==> src/rtl/serial_cmp_pkg.sv <==
// Shared types and constants for the digit-serial magnitude comparator.
// Holds the FSM state encoding and the one-hot result vector layout.
package serial_cmp_pkg;

   typedef enum logic [1:0] {
      IDLE = 2'd0,
      CMP  = 2'd1,
      DONE = 2'd2
   } state_e;

   // Result vector layout: {greater, equal, less}
   localparam logic [2:0] RES_NONE = 3'b000;
   localparam logic [2:0] RES_GT   = 3'b100;
   localparam logic [2:0] RES_EQ   = 3'b010;
   localparam logic [2:0] RES_LT   = 3'b001;

endpackage

==> src/rtl/serial_comparator_slice_cmp.sv <==
// Combinational unsigned compare of one DIGIT-wide slice.
// Exactly one of gt/eq/lt is high for any input pair.
module slice_cmp #(
   parameter int DIGIT = 4
) (
   input  logic [DIGIT-1:0] a_i,
   input  logic [DIGIT-1:0] b_i,
   output logic             gt_o,
   output logic             eq_o,
   output logic             lt_o
);

   assign gt_o = (a_i >  b_i);
   assign eq_o = (a_i == b_i);
   assign lt_o = (a_i <  b_i);

endmodule

==> src/rtl/serial_comparator.sv <==
// Digit-serial comparator: walks slices MSB-first, one per cycle,
// stopping early at the first differing slice.
module serial_comparator
   import serial_cmp_pkg::*;
#(
   parameter int WIDTH = 32,
   parameter int DIGIT = 4
) (
   input  logic             clk,
   input  logic             rst,
   input  logic             start,
   input  logic             signed_mode,
   input  logic [WIDTH-1:0] a,
   input  logic [WIDTH-1:0] b,
   output logic             busy,
   output logic             done,
   output logic             greater,
   output logic             equal,
   output logic             less
);

   localparam int N    = WIDTH / DIGIT;
   localparam int IDXW = (N > 1) ? $clog2(N) : 1;

   state_e            state_q, state_d;
   logic [IDXW-1:0]   idx_q, idx_d;
   logic [WIDTH-1:0]  a_q, a_d;
   logic [WIDTH-1:0]  b_q, b_d;
   logic [2:0]        res_q, res_d;

   logic [WIDTH-1:0]  msb_m;
   logic [DIGIT-1:0]  sa, sb;
   logic              s_gt, s_eq, s_lt;

   // Signed compare becomes unsigned once both sign bits are flipped
   always_comb begin
      msb_m          = '0;
      msb_m[WIDTH-1] = signed_mode;
   end

   // Route the slice addressed by idx_q to the single slice comparator
   always_comb begin
      sa = '0;
      sb = '0;
      for (int i = 0; i < N; i++) begin
         if (idx_q == IDXW'(i)) begin
            sa = a_q[i*DIGIT +: DIGIT];
            sb = b_q[i*DIGIT +: DIGIT];
         end
      end
   end

   slice_cmp #(
      .DIGIT (DIGIT)
   ) u_slice (
      .a_i  (sa),
      .b_i  (sb),
      .gt_o (s_gt),
      .eq_o (s_eq),
      .lt_o (s_lt)
   );

   // Next-state: capture on start, scan slices, write result on exit
   always_comb begin
      state_d = state_q;
      idx_d   = idx_q;
      a_d     = a_q;
      b_d     = b_q;
      res_d   = res_q;
      unique case (state_q)
         IDLE, DONE: begin
            state_d = IDLE;
            if (start) begin
               a_d     = a ^ msb_m;
               b_d     = b ^ msb_m;
               idx_d   = IDXW'(N - 1);
               state_d = CMP;
            end
         end
         CMP: begin
            if (!s_eq) begin
               res_d   = s_gt ? RES_GT : RES_LT;
               state_d = DONE;
            end else if (idx_q == '0) begin
               res_d   = RES_EQ;
               state_d = DONE;
            end else begin
               idx_d   = idx_q - IDXW'(1);
            end
         end
         default: state_d = IDLE;
      endcase
   end

   // State and datapath registers with synchronous reset
   always_ff @(posedge clk) begin
      if (rst) begin
         state_q <= IDLE;
         idx_q   <= '0;
         a_q     <= '0;
         b_q     <= '0;
         res_q   <= RES_NONE;
      end else begin
         state_q <= state_d;
         idx_q   <= idx_d;
         a_q     <= a_d;
         b_q     <= b_d;
         res_q   <= res_d;
      end
   end

   assign busy    = (state_q == CMP);
   assign done    = (state_q == DONE);
   assign greater = res_q[2];
   assign equal   = res_q[1];
   assign less    = res_q[0];

   logic unused_ok;
   assign unused_ok = s_lt;

endmodule
==> config.mk <==
export PLATFORM = sky130hd
export DESIGN_NAME = serial_comparator
export DESIGN_NICKNAME = d
export VERILOG_FILES = /design/src/rtl/serial_cmp_pkg.sv /design/src/rtl/serial_comparator_slice_cmp.sv /design/src/rtl/serial_comparator.sv
export SDC_FILE = /design/constraint.sdc
export NUM_CORES = 1
export LEC_CHECK = 0
export ABC_AREA = 1
export BUFFER_PORTS_ARGS = -buffer_cell sky130_fd_sc_hd__buf_2
export CAP_MARGIN = 10
export CORE_ASPECT_RATIO = 0.75
export CORE_UTILIZATION = 49
export CTS_BUF_LIST = sky130_fd_sc_hd__clkbuf_8 sky130_fd_sc_hd__clkbuf_16
export CTS_CLUSTER_SIZE = 28
export DETAILED_ROUTE_END_ITERATION = 8
export GPL_TIMING_DRIVEN = 0
export PLACE_DENSITY = 0.76
export SETUP_SLACK_MARGIN = 0.2
export SLEW_MARGIN = 10
export SYNTH_ARGS = -nofsm -noshare
export SYNTH_HDL_FRONTEND = slang
export SYNTH_SLANG_ARGS = --single-unit
==> constraint.sdc <==
create_clock -name clk -period 2.6 [get_ports clk]
set_clock_uncertainty 0.15 [all_clocks]
set_input_delay 0.13 -clock clk [delete_from_list [all_inputs] [get_ports clk]]
set_output_delay 0.13 -clock clk [all_outputs]
set_load 0.01 [all_outputs]
==> flow_summary.toml, run 1 <==
[critical_path]
regToRegStartpoint = "idx_q[1]"
cp_data_required_time_ns = 2.72
worst-setup-path-type = "reg -> reg"
endpoint_kind = "register"
path_max_fanout = 5
start_kind = "register"
startpoint = "idx_q[1]"
crit_arrival_ns = 2.74

[placed_design]
gp_congestion = 0.841
portBuffers = 72
pre_cts_slack_ns = -0.179
dp.cells = 669
hpwl_um = 6420

[synth]
yosys_warnings = 0
synth_area_mm2 = 0.00347
synthTopCellsByArea = "dfxtp_1 (42%), nor2_1 (16%), o21ai_0 (9.2%)"
ys_ff_latch = 72
syn_nets = 590
syn_inst = 513
postSynthAreaPerCell_um2 = 6.77
synth_top_cell_by_area = "dfxtp_1"
ys_seq_area_frac = 0.415
synth_top_area_frac = 0.415
synth_cell_types = 32

[run_status]
outcome = "finished with violations"
violations = "setup timing"

[global_routing]
grt_pass1_vias = 3438
grt_first_pass_wirelength_um = 16200
grt_usage = 0.284
antenna_found_initial = 0
grt_overflow = 0
grt_start_max_net_pins = 13

[power_and_ir_drop]
power_mw = 3.24
ir_worst_vdd_mv = 0.340
p_leak_nw = 2.46
power.density_mw_per_mm2 = 625

[finish]
syn_to_final_growth_pct = 49.2
fin_cells = 769
seq_area_mm2 = 0.00145
final_common_cell = "nor2_1"
fill_cells = 511
fin_nets = 757
drive_gt1_frac = 0.248
final_cell_mix = "nor2_1 (147), buf_2 (78), nand2_1 (75), dfxtp_1 (70), dlygate4sd3_1 (67)"
antenna_cells = 0
multi_input_comb_area_mm2 = 0.00190
utilization = 0.758

[route]
num_vias = 3832
routed_wl_um = 10300
drcViolationCount = 0
post_drt_wl_per_cell_um = 13.4
drt_first_pass_iters = 5
drt_iter0_markers = 181
via_per_inst = 4.98
ant_nets = 0

[cts]
clockBufferDepth = 2
clk_pin_slew_ns = 0.08
cts_tree = "built"
cts_root_buf = "clkbuf_8"
cts_buffers = 9
worstSkewPairLatency_ns = 0.36
cts_sinks = 72
htreeDepth = 3

[floorplan]
dieArea_mm2 = 0.00743
coreArea_mm2 = 0.00683
dieWidth_um = 99.2
start_util = 0.508
io_pins = 73
die_y_um = 74.9
rows = 26

[hold_path]
hold_path.class = "in -> reg"
hold_start = "start"

[sta]
tns_ns = -0.0360
tightest_slew_ns = 0.496
slew_viol_final = 0
grt_setup_unrepaired = "true"
setup_slack_ns = -0.0153
hold_viol_final = 0
relSlewSlack = 0.669
timing.fmax_mhz = 382
setup_viol = 5
post-route-period-util = 1.01
fin_crit_ns = 2.62

[flow_run]
cap_violations = 0
==> state kept, by name, indices dropped and copies added (netlist names) <==
signal,cells
a_q,32
b_q,32
idx_q,3
state_q,2
res_q,3
==> routing by layer <==
metal | part of all wire | wire (um) | track usage
met5 | 0 | 0 | 0
met1 | 0.46 | 4790 | 0.368
met2 | 0.46 | 4780 | 0.483
met3 | 0.062 | 642 | 0.0761
met4 | 0.010 | 108 | 0.0670
==> synth_stat cells, drive strengths merged <==
cell,count
dfxtp,72
xnor2,2
nand3,24
a211oi,1
ha,9
inv,39
o211ai,1
o21ai,71
nand2,87
a31oi,1
or2,9
and3,1
clkbuf,14
a21oi,13
nand3b,4
nor2,153
buf,12
==> worst max-delay path, stage by stage, from the launching register on <==
cell and delay [ns]:
dfxtp_4 0.37, inv_4 0.08, ha_4 0.14, buf_6 0.13, inv_6 0.04, nor2_4 0.13
nand2_1 0.08, nand3_1 0.08, nand3_1 0.09, nand3b_1 0.12, nand2_1 0.07, nand2_1 0.08
nand2_2 0.08, ha_4 0.28, nand2_4 0.05, nor2_4 0.16, nand3_4 0.13, nand2_2 0.09
nor2_1 0.05, a211oi_2 0.15
==> logic make-up after synthesis <==
family,count (synthesis),synth area share
compound gates,87,0.129
xor+xnor,2,0.00505
fa+ha+maj,9,0.0324
buf+inv,65,0.0829
flops,72,0.415
simple gates,278,0.335
==> final timing paths <==
kind | to | slack [ns] | cells past startpoint
max | idx_q[1] | -0.02 | 19
min | b_q[31] | 0.31 | 5
max reg2reg | idx_q[1] | -0.02 | 19
min reg2reg | b_q[2] | 0.31 | 2
==> area by class of cell <==
type                       instances  area share
multi-input combinational        376       0.367
sequential                        72       0.280
timing repair buffer             156       0.224
inverter                          39      0.0326
buffer                            26      0.0290
clock buffer                      10      0.0266
clock inverter                     6      0.0208
tap                               84      0.0203
==> repair_timing <==
item | CTS | global route
hold buffers | 67 | 0
pin swaps | 21 | 11
endpoints found under the hold margin | 69 | 0
gates resized for setup | 49 | 7
buffers inserted | 10 | 6
gates cloned | 1 | 0
endpoints found under the setup margin | 8 | 8
==> stage by stage <==
stage | hold WS, ns | instance area (um^2)
CTS | 0.301 | 5110
global route | 0.340 | 5180
floorplan | 0.0491 | 3470
finish | 0.310 | 5180
global placement | 0.225 | 3940
detailed placement | 0.230 | 3940
==> power breakdown <==
group | internal (mW) | switching, mW | leakage (nW)
sequential | 1.20 | 0.0558 | 0.598
combinational | 0.411 | 0.475 | 1.74
clock | 0.660 | 0.431 | 0.128
Note: power is estimated with default switching activity, not from simulation.
==> run 2: changes to the inputs <==
--- a/config.mk
+++ b/config.mk
@@ -9,12 +9,12 @@
 export BUFFER_PORTS_ARGS = -buffer_cell sky130_fd_sc_hd__buf_2
 export CAP_MARGIN = 10
 export CORE_ASPECT_RATIO = 0.75
-export CORE_UTILIZATION = 49
+export CORE_UTILIZATION = 54
 export CTS_BUF_LIST = sky130_fd_sc_hd__clkbuf_8 sky130_fd_sc_hd__clkbuf_16
 export CTS_CLUSTER_SIZE = 28
 export DETAILED_ROUTE_END_ITERATION = 8
 export GPL_TIMING_DRIVEN = 0
-export PLACE_DENSITY = 0.76
+export PLACE_DENSITY = 0.79
 export SETUP_SLACK_MARGIN = 0.2
 export SLEW_MARGIN = 10
 export SYNTH_ARGS = -nofsm -noshare
==> constraint.sdc (replaced) <==
create_clock -name clk -period 2.5 [get_ports clk]
set_clock_uncertainty 0.15 [all_clocks]
set_input_delay 0.125 -clock clk [delete_from_list [all_inputs] [get_ports clk]]
set_output_delay 0.125 -clock clk [all_outputs]
set_load 0.01 [all_outputs]
==> run 2 against run 1 <==
Net effect: the run still ends with setup timing left; utilization up 9.2 points; worst hold slack improved by 0.014 ns; first-iteration DRC count grew 56%; clock power decreased by 20%; wire length grew 11%; flip-flop and latch count did not move; critical path depth decreased by 2.
==> flow_summary.toml, run 2 (synthesis gave the netlist of run 1 again) <==
[floorplan]
dieWidth_um = 94.6
start_util = 0.578
die_y_um = 71.4
dieArea_mm2 = 0.00676
io_pins = 73
coreArea_mm2 = 0.00601
rows = 24

[sta]
slew_viol_final = 0
timing.fmax_mhz = 366
setup_viol = 8
relSlewSlack = 0.666
hold_viol_final = 0
setup_slack_ns = -0.229
post-route-period-util = 1.09
tightest_slew_ns = 0.501
grt_setup_unrepaired = "true"
fin_crit_ns = 2.73

[global_routing]
grt_overflow = 0
grt_start_max_net_pins = 13
grt_first_pass_wirelength_um = 17300
antenna_found_initial = 0
grt_pass1_vias = 3790
grt_usage = 0.340

[critical_path]
crit_family = "simple AND/OR/NAND/NOR gates"
worst_path_most_repeated_cell = "nand2_1"
path_max_fanout = 7
timing.critical_path.buf_inv = 2
critPathMaxStageDelay_ns = 0.39
worst-setup-path-type = "reg -> reg"
path_cells = "inv_6, ha_4, buf_8, nor2_2, nand2_1, nand3_2, nand3_2, nand3b_1, nand2_1, nand2_1, nand2_1, ha_1, nand2_2, nor2_4, nor2_2, o211ai_1, and3_1"
endpoint_kind = "register"
worst_path_max_delay_cell = "dfxtp_4"
crit_arrival_ns = 2.83
cp_data_required_time_ns = 2.60
start_kind = "register"

[run_status]
violations = "setup timing"
outcome = "finished with violations"

[route]
drcViolationCount = 0
drt_first_pass_iters = 6
ant_nets = 0
routed_wl_um = 11400
num_vias = 4026
via_per_inst = 5.31
post_drt_wl_per_cell_um = 15.0
drt_iter0_markers = 282

[finish]
antenna_cells = 0
fill_cells = 367
syn_to_final_growth_pct = 47.1
final_common_cell = "nor2_1"
drive_gt1_frac = 0.253
final_cell_area_mm2 = 0.00511
fin_nets = 753
final_cell_mix = "nor2_1 (146), buf_2 (78), nand2_1 (71), dfxtp_1 (70), dlygate4sd3_1 (67)"
top_regs = "a_q: 32 flops, b_q: 32 flops"

[cts]
clk_pin_slew_ns = 0.08
htreeDepth = 3
cts_buffers = 9
cts_sinks = 72
worstSkewPairLatency_ns = 0.36
clockBufferDepth = 2
cts_root_buf = "clkbuf_8"
cts_tree = "built"

[placed_design]
gp_congestion = 0.888
pre_cts_slack_ns = -0.187
place_area_mm2 = 0.00395
hpwl_um = 6550
portBuffers = 72

[power_and_ir_drop]
ir_worst_vdd_mv = 0.358
p_leak_nw = 2.43
power.density_mw_per_mm2 = 611
power_mw = 3.12

[flow_run]
cap_violations = 0

[hold_path]
hold_path.class = "reg -> reg"
-- run 2: report_power, final --
part	internal (mW)	total, mW	leakage [nW]	switching [mW]
Clock	0.408	0.867	0.0797	0.459
Combinational	0.419	0.941	1.75	0.522
Sequential	1.25	1.31	0.598	0.0624
Total	2.08	3.12	2.43	1.04
-- run 2: area by class of cell --
| cell class | instances | area (um^2) | area share |
|---|---|---|---|
| inverter | 39 | 169 | 0.0331 |
| multi-input combinational | 376 | 1920 | 0.376 |
| tap | 78 | 97.6 | 0.0191 |
| sequential | 72 | 1450 | 0.284 |
| timing repair buffer | 152 | 1140 | 0.223 |
| clock buffer | 11 | 151 | 0.0296 |
| buffer | 26 | 148 | 0.0289 |
| clock inverter | 4 | 30.0 | 0.00588 |
-- run 2: timing repair --
action	CTS	global route
pin swaps	17	22
hold buffers	67	0
buffers inserted	11	1
hold endpoints to repair	69	0
endpoints found under the setup margin	8	8
cloned	1	0
resized for setup	28	29
-- run 2: routing by layer --
metal / up-vias / track usage / share of wire
met3: 49 / 0.0839 / 0.077
met2: 205 / 0.588 / 0.47
li1: 1946 / - / -
met1: 1826 / 0.415 / 0.41
met5: - / 0 / 0
met4: 0 / 0.114 / 0.039
-- run 2: path summary, 6_finish.rpt --
path              startpoint  endpoint  slack (ns)  depth (start not counted)
hold reg to reg       a_q[3]    a_q[3]        0.32                          2
setup reg to reg    idx_q[1]  res_q[2]       -0.23                         17
hold / removal        a_q[3]    a_q[3]        0.32                          2
setup / recovery    idx_q[1]  res_q[2]       -0.23                         17
-- run 2: worst min-delay path, delay by kind of cell, from the launching register on --
kind            cells  cell delay [ns]
compound gates      1             0.06
buf+inv             1             0.07
flops               1             0.30
-- run 2: through the flow --
stage          hold WS (ns)  utilization  std cells  setup TNS [ns]
2_1_floorplan        0.0441            -        513               0
3_3_place_gp          0.219        0.657        663          -0.683
3_5_place_dp          0.224        0.657        663          -0.879
4_1_cts               0.315        0.829        757          -0.242
5_1_grt               0.346        0.850        758           -1.86
6_report              0.324        0.850        758           -1.16
==> run 3: changes to the inputs <==
--- a/config.mk
+++ b/config.mk
@@ -13,10 +13,10 @@
 export CTS_BUF_LIST = sky130_fd_sc_hd__clkbuf_8 sky130_fd_sc_hd__clkbuf_16
 export CTS_CLUSTER_SIZE = 28
 export DETAILED_ROUTE_END_ITERATION = 8
-export GPL_TIMING_DRIVEN = 0
 export PLACE_DENSITY = 0.79
 export SETUP_SLACK_MARGIN = 0.2
 export SLEW_MARGIN = 10
 export SYNTH_ARGS = -nofsm -noshare
 export SYNTH_HDL_FRONTEND = slang
+export SYNTH_HIERARCHICAL = 1
 export SYNTH_SLANG_ARGS = --single-unit
==> run 3 against run 2 <==
Net effect: the run still ends with setup timing left; count of clock-buffer cells in the layout shrank 2; flip-flop and latch count is the same; largest power group unchanged; sequential power about the same; register-to-register slack worse by 0.40 ns; maximum frequency shrank 13%; die area down 0.21%; synthesized cell count rose by 0.78%; highest routed layer unchanged; design area increased by 3.2%; combinational power rose by 22%; critical endpoint is now idx_q[1]; worst hold slack worse by 0.20 ns; final cell count unchanged; setup slack got worse by 0.40 ns.
==> flow_summary.toml, run 3 <==
[run_status]
outcome = "finished with violations"
violations = "setup timing"

[route]
drt_iter0_markers = 653
ant_nets = 0
drt_first_pass_iters = 6
post_drt_wl_per_cell_um = 18.4
num_vias = 4422
drcViolationCount = 0
routed_wl_um = 13900
via_per_inst = 5.83

[finish]
drive_gt1_frac = 0.279
syn_to_final_growth_pct = 52.2
final_cell_mix = "nand2_1 (200), buf_2 (72), dfxtp_1 (70), dlygate4sd3_1 (66), a21oi_1 (65)"
multi_input_comb_area_mm2 = 0.00205
seq_area_mm2 = 0.00145
fill_cells = 296
final_common_cell = "nand2_1"
fin_nets = 752
top_regs = "a_q: 32 flops, b_q: 32 flops"
antenna_cells = 0

[flow_run]
cap_violations = 0

[critical_path]
endpoint_kind = "register"
r2r_cells = 22
cp_data_required_time_ns = 2.61
path_max_fanout = 6
worst-setup-path-type = "reg -> reg"
crit_arrival_ns = 3.23
start_kind = "register"

[power_and_ir_drop]
ir_worst_vdd_mv = 0.443
p_leak_nw = 2.44
power.density_mw_per_mm2 = 644

[cts]
clk_pin_slew_ns = 0.08
clockBufferDepth = 2
cts_root_buf = "clkbuf_8"
worstSkewPairLatency_ns = 0.36
cts_tree = "built"
cts_sinks = 72
cts_buffers = 9
htreeDepth = 3

[sta]
slew_viol_final = 0
setup_slack_ns = -0.625
post-route-period-util = 1.25
fin_crit_ns = 3.13
setup_viol = 8
hold_viol_final = 0
tightest_slew_ns = 0.602
hold_ws_ns = 0.120
timing.fmax_mhz = 320
grt_setup_unrepaired = "true"
relSlewSlack = 0.599

[synth]
syn_nets = 594
yosys_warnings = 6
postSynthAreaPerCell_um2 = 6.70
synth_area_mm2 = 0.00346
syn_inst = 517

[global_routing]
grt_pass1_vias = 3869
grt_first_pass_wirelength_um = 17300
use_met2 = 0.586
antenna_found_initial = 0
grt_overflow = 0
grt_start_max_net_pins = 49
busiest_layer = "met2"
grt_usage = 0.335
use_met3 = 0.0870
met1_usage = 0.399

[floorplan]
rows = 24
io_pins = 73
coreArea_mm2 = 0.00601
start_util = 0.577
dieArea_mm2 = 0.00674
die_y_um = 71.4
dieWidth_um = 94.5

[placed_design]
pre_cts_slack_ns = -0.152
portBuffers = 72
gp_congestion = 0.820
hpwl_um = 5970

[hold_path]
hold_path.class = "in -> reg"
whs_path_depth = 2
-- run 3: timing repair --
| action | CTS | global route |
|---|---|---|
| buffers inserted | 3 | 9 |
| resized for setup | 11 | 53 |
| hold buffers | 66 | 0 |
| endpoints found under the setup margin | 8 | 8 |
| endpoints found under the hold margin | 64 | 0 |
| pin swaps | 4 | 34 |
| gates cloned | 0 | 0 |
-- run 3: report_power, final --
part | leakage (nW) | switching (mW) | internal (mW)
sequential | 0.593 | 0.0671 | 1.23
combinational | 1.75 | 0.646 | 0.505
clock | 0.0952 | 0.489 | 0.460
-- run 3: metrics by stage --
| step | utilization | total power, mW | setup TNS (ns) | std cells | cell area (um^2) |
|---|---|---|---|---|---|
| 2_1_floorplan | - | 1.76 | 0 | 517 | 3520 |
| 3_3_place_gp | 0.673 | 1.96 | -0.383 | 664 | 4040 |
| 3_5_place_dp | 0.673 | 1.98 | -0.826 | 664 | 4040 |
| 4_1_cts | 0.826 | 3.02 | -0.702 | 749 | 4960 |
| 5_1_grt | 0.878 | 3.49 | -4.31 | 758 | 5270 |
| 6_report | 0.878 | 3.40 | -4.33 | 758 | 5270 |
-- run 3: critical path: stages (launching register included) --
cell	delay [ns]
dfxtp_4	0.39
inv_6	0.08
ha_4	0.19
inv_6	0.06
nor2_4	0.22
nand2_1	0.09
nand2_1	0.09
nand2_1	0.06
nand2_1	0.08
nand2_1	0.07
nand2_1	0.10
nand2_1	0.08
nand2_1	0.08
nand2_1	0.08
nand2_2	0.09
inv_2	0.05
ha_4	0.28
nand2_4	0.06
nor2_4	0.12
nand3_4	0.11
nand2_4	0.14
nor2_4	0.06
a311oi_2	0.28
-- run 3: path summary, 6_finish.rpt --
path	from	end	slack, ns
setup / recovery	idx_q[1]	idx_q[1]	-0.63
hold / removal	rst	a_q[12]	0.12
setup reg to reg	idx_q[1]	idx_q[1]	-0.63
hold reg to reg	a_q[22]	a_q[22]	0.32
-- run 3: layer usage --
| layer | vias to the layer above | routed length, um |
|---|---|---|
| met5 | - | 0 |
| met4 | 0 | 1070 |
| met3 | 130 | 1630 |
| met2 | 383 | 6180 |
| met1 | 1966 | 5050 |
| li1 | 1943 | - |
-- run 3: cell type report --
| type | count | area share |
|---|---|---|
| clock buffer | 9 | 0.0235 |
| clock inverter | 7 | 0.0138 |
| inverter | 37 | 0.0304 |
| multi-input combinational | 383 | 0.388 |
| sequential | 72 | 0.274 |
| tap | 78 | 0.0185 |
| timing repair buffer | 172 | 0.251 |
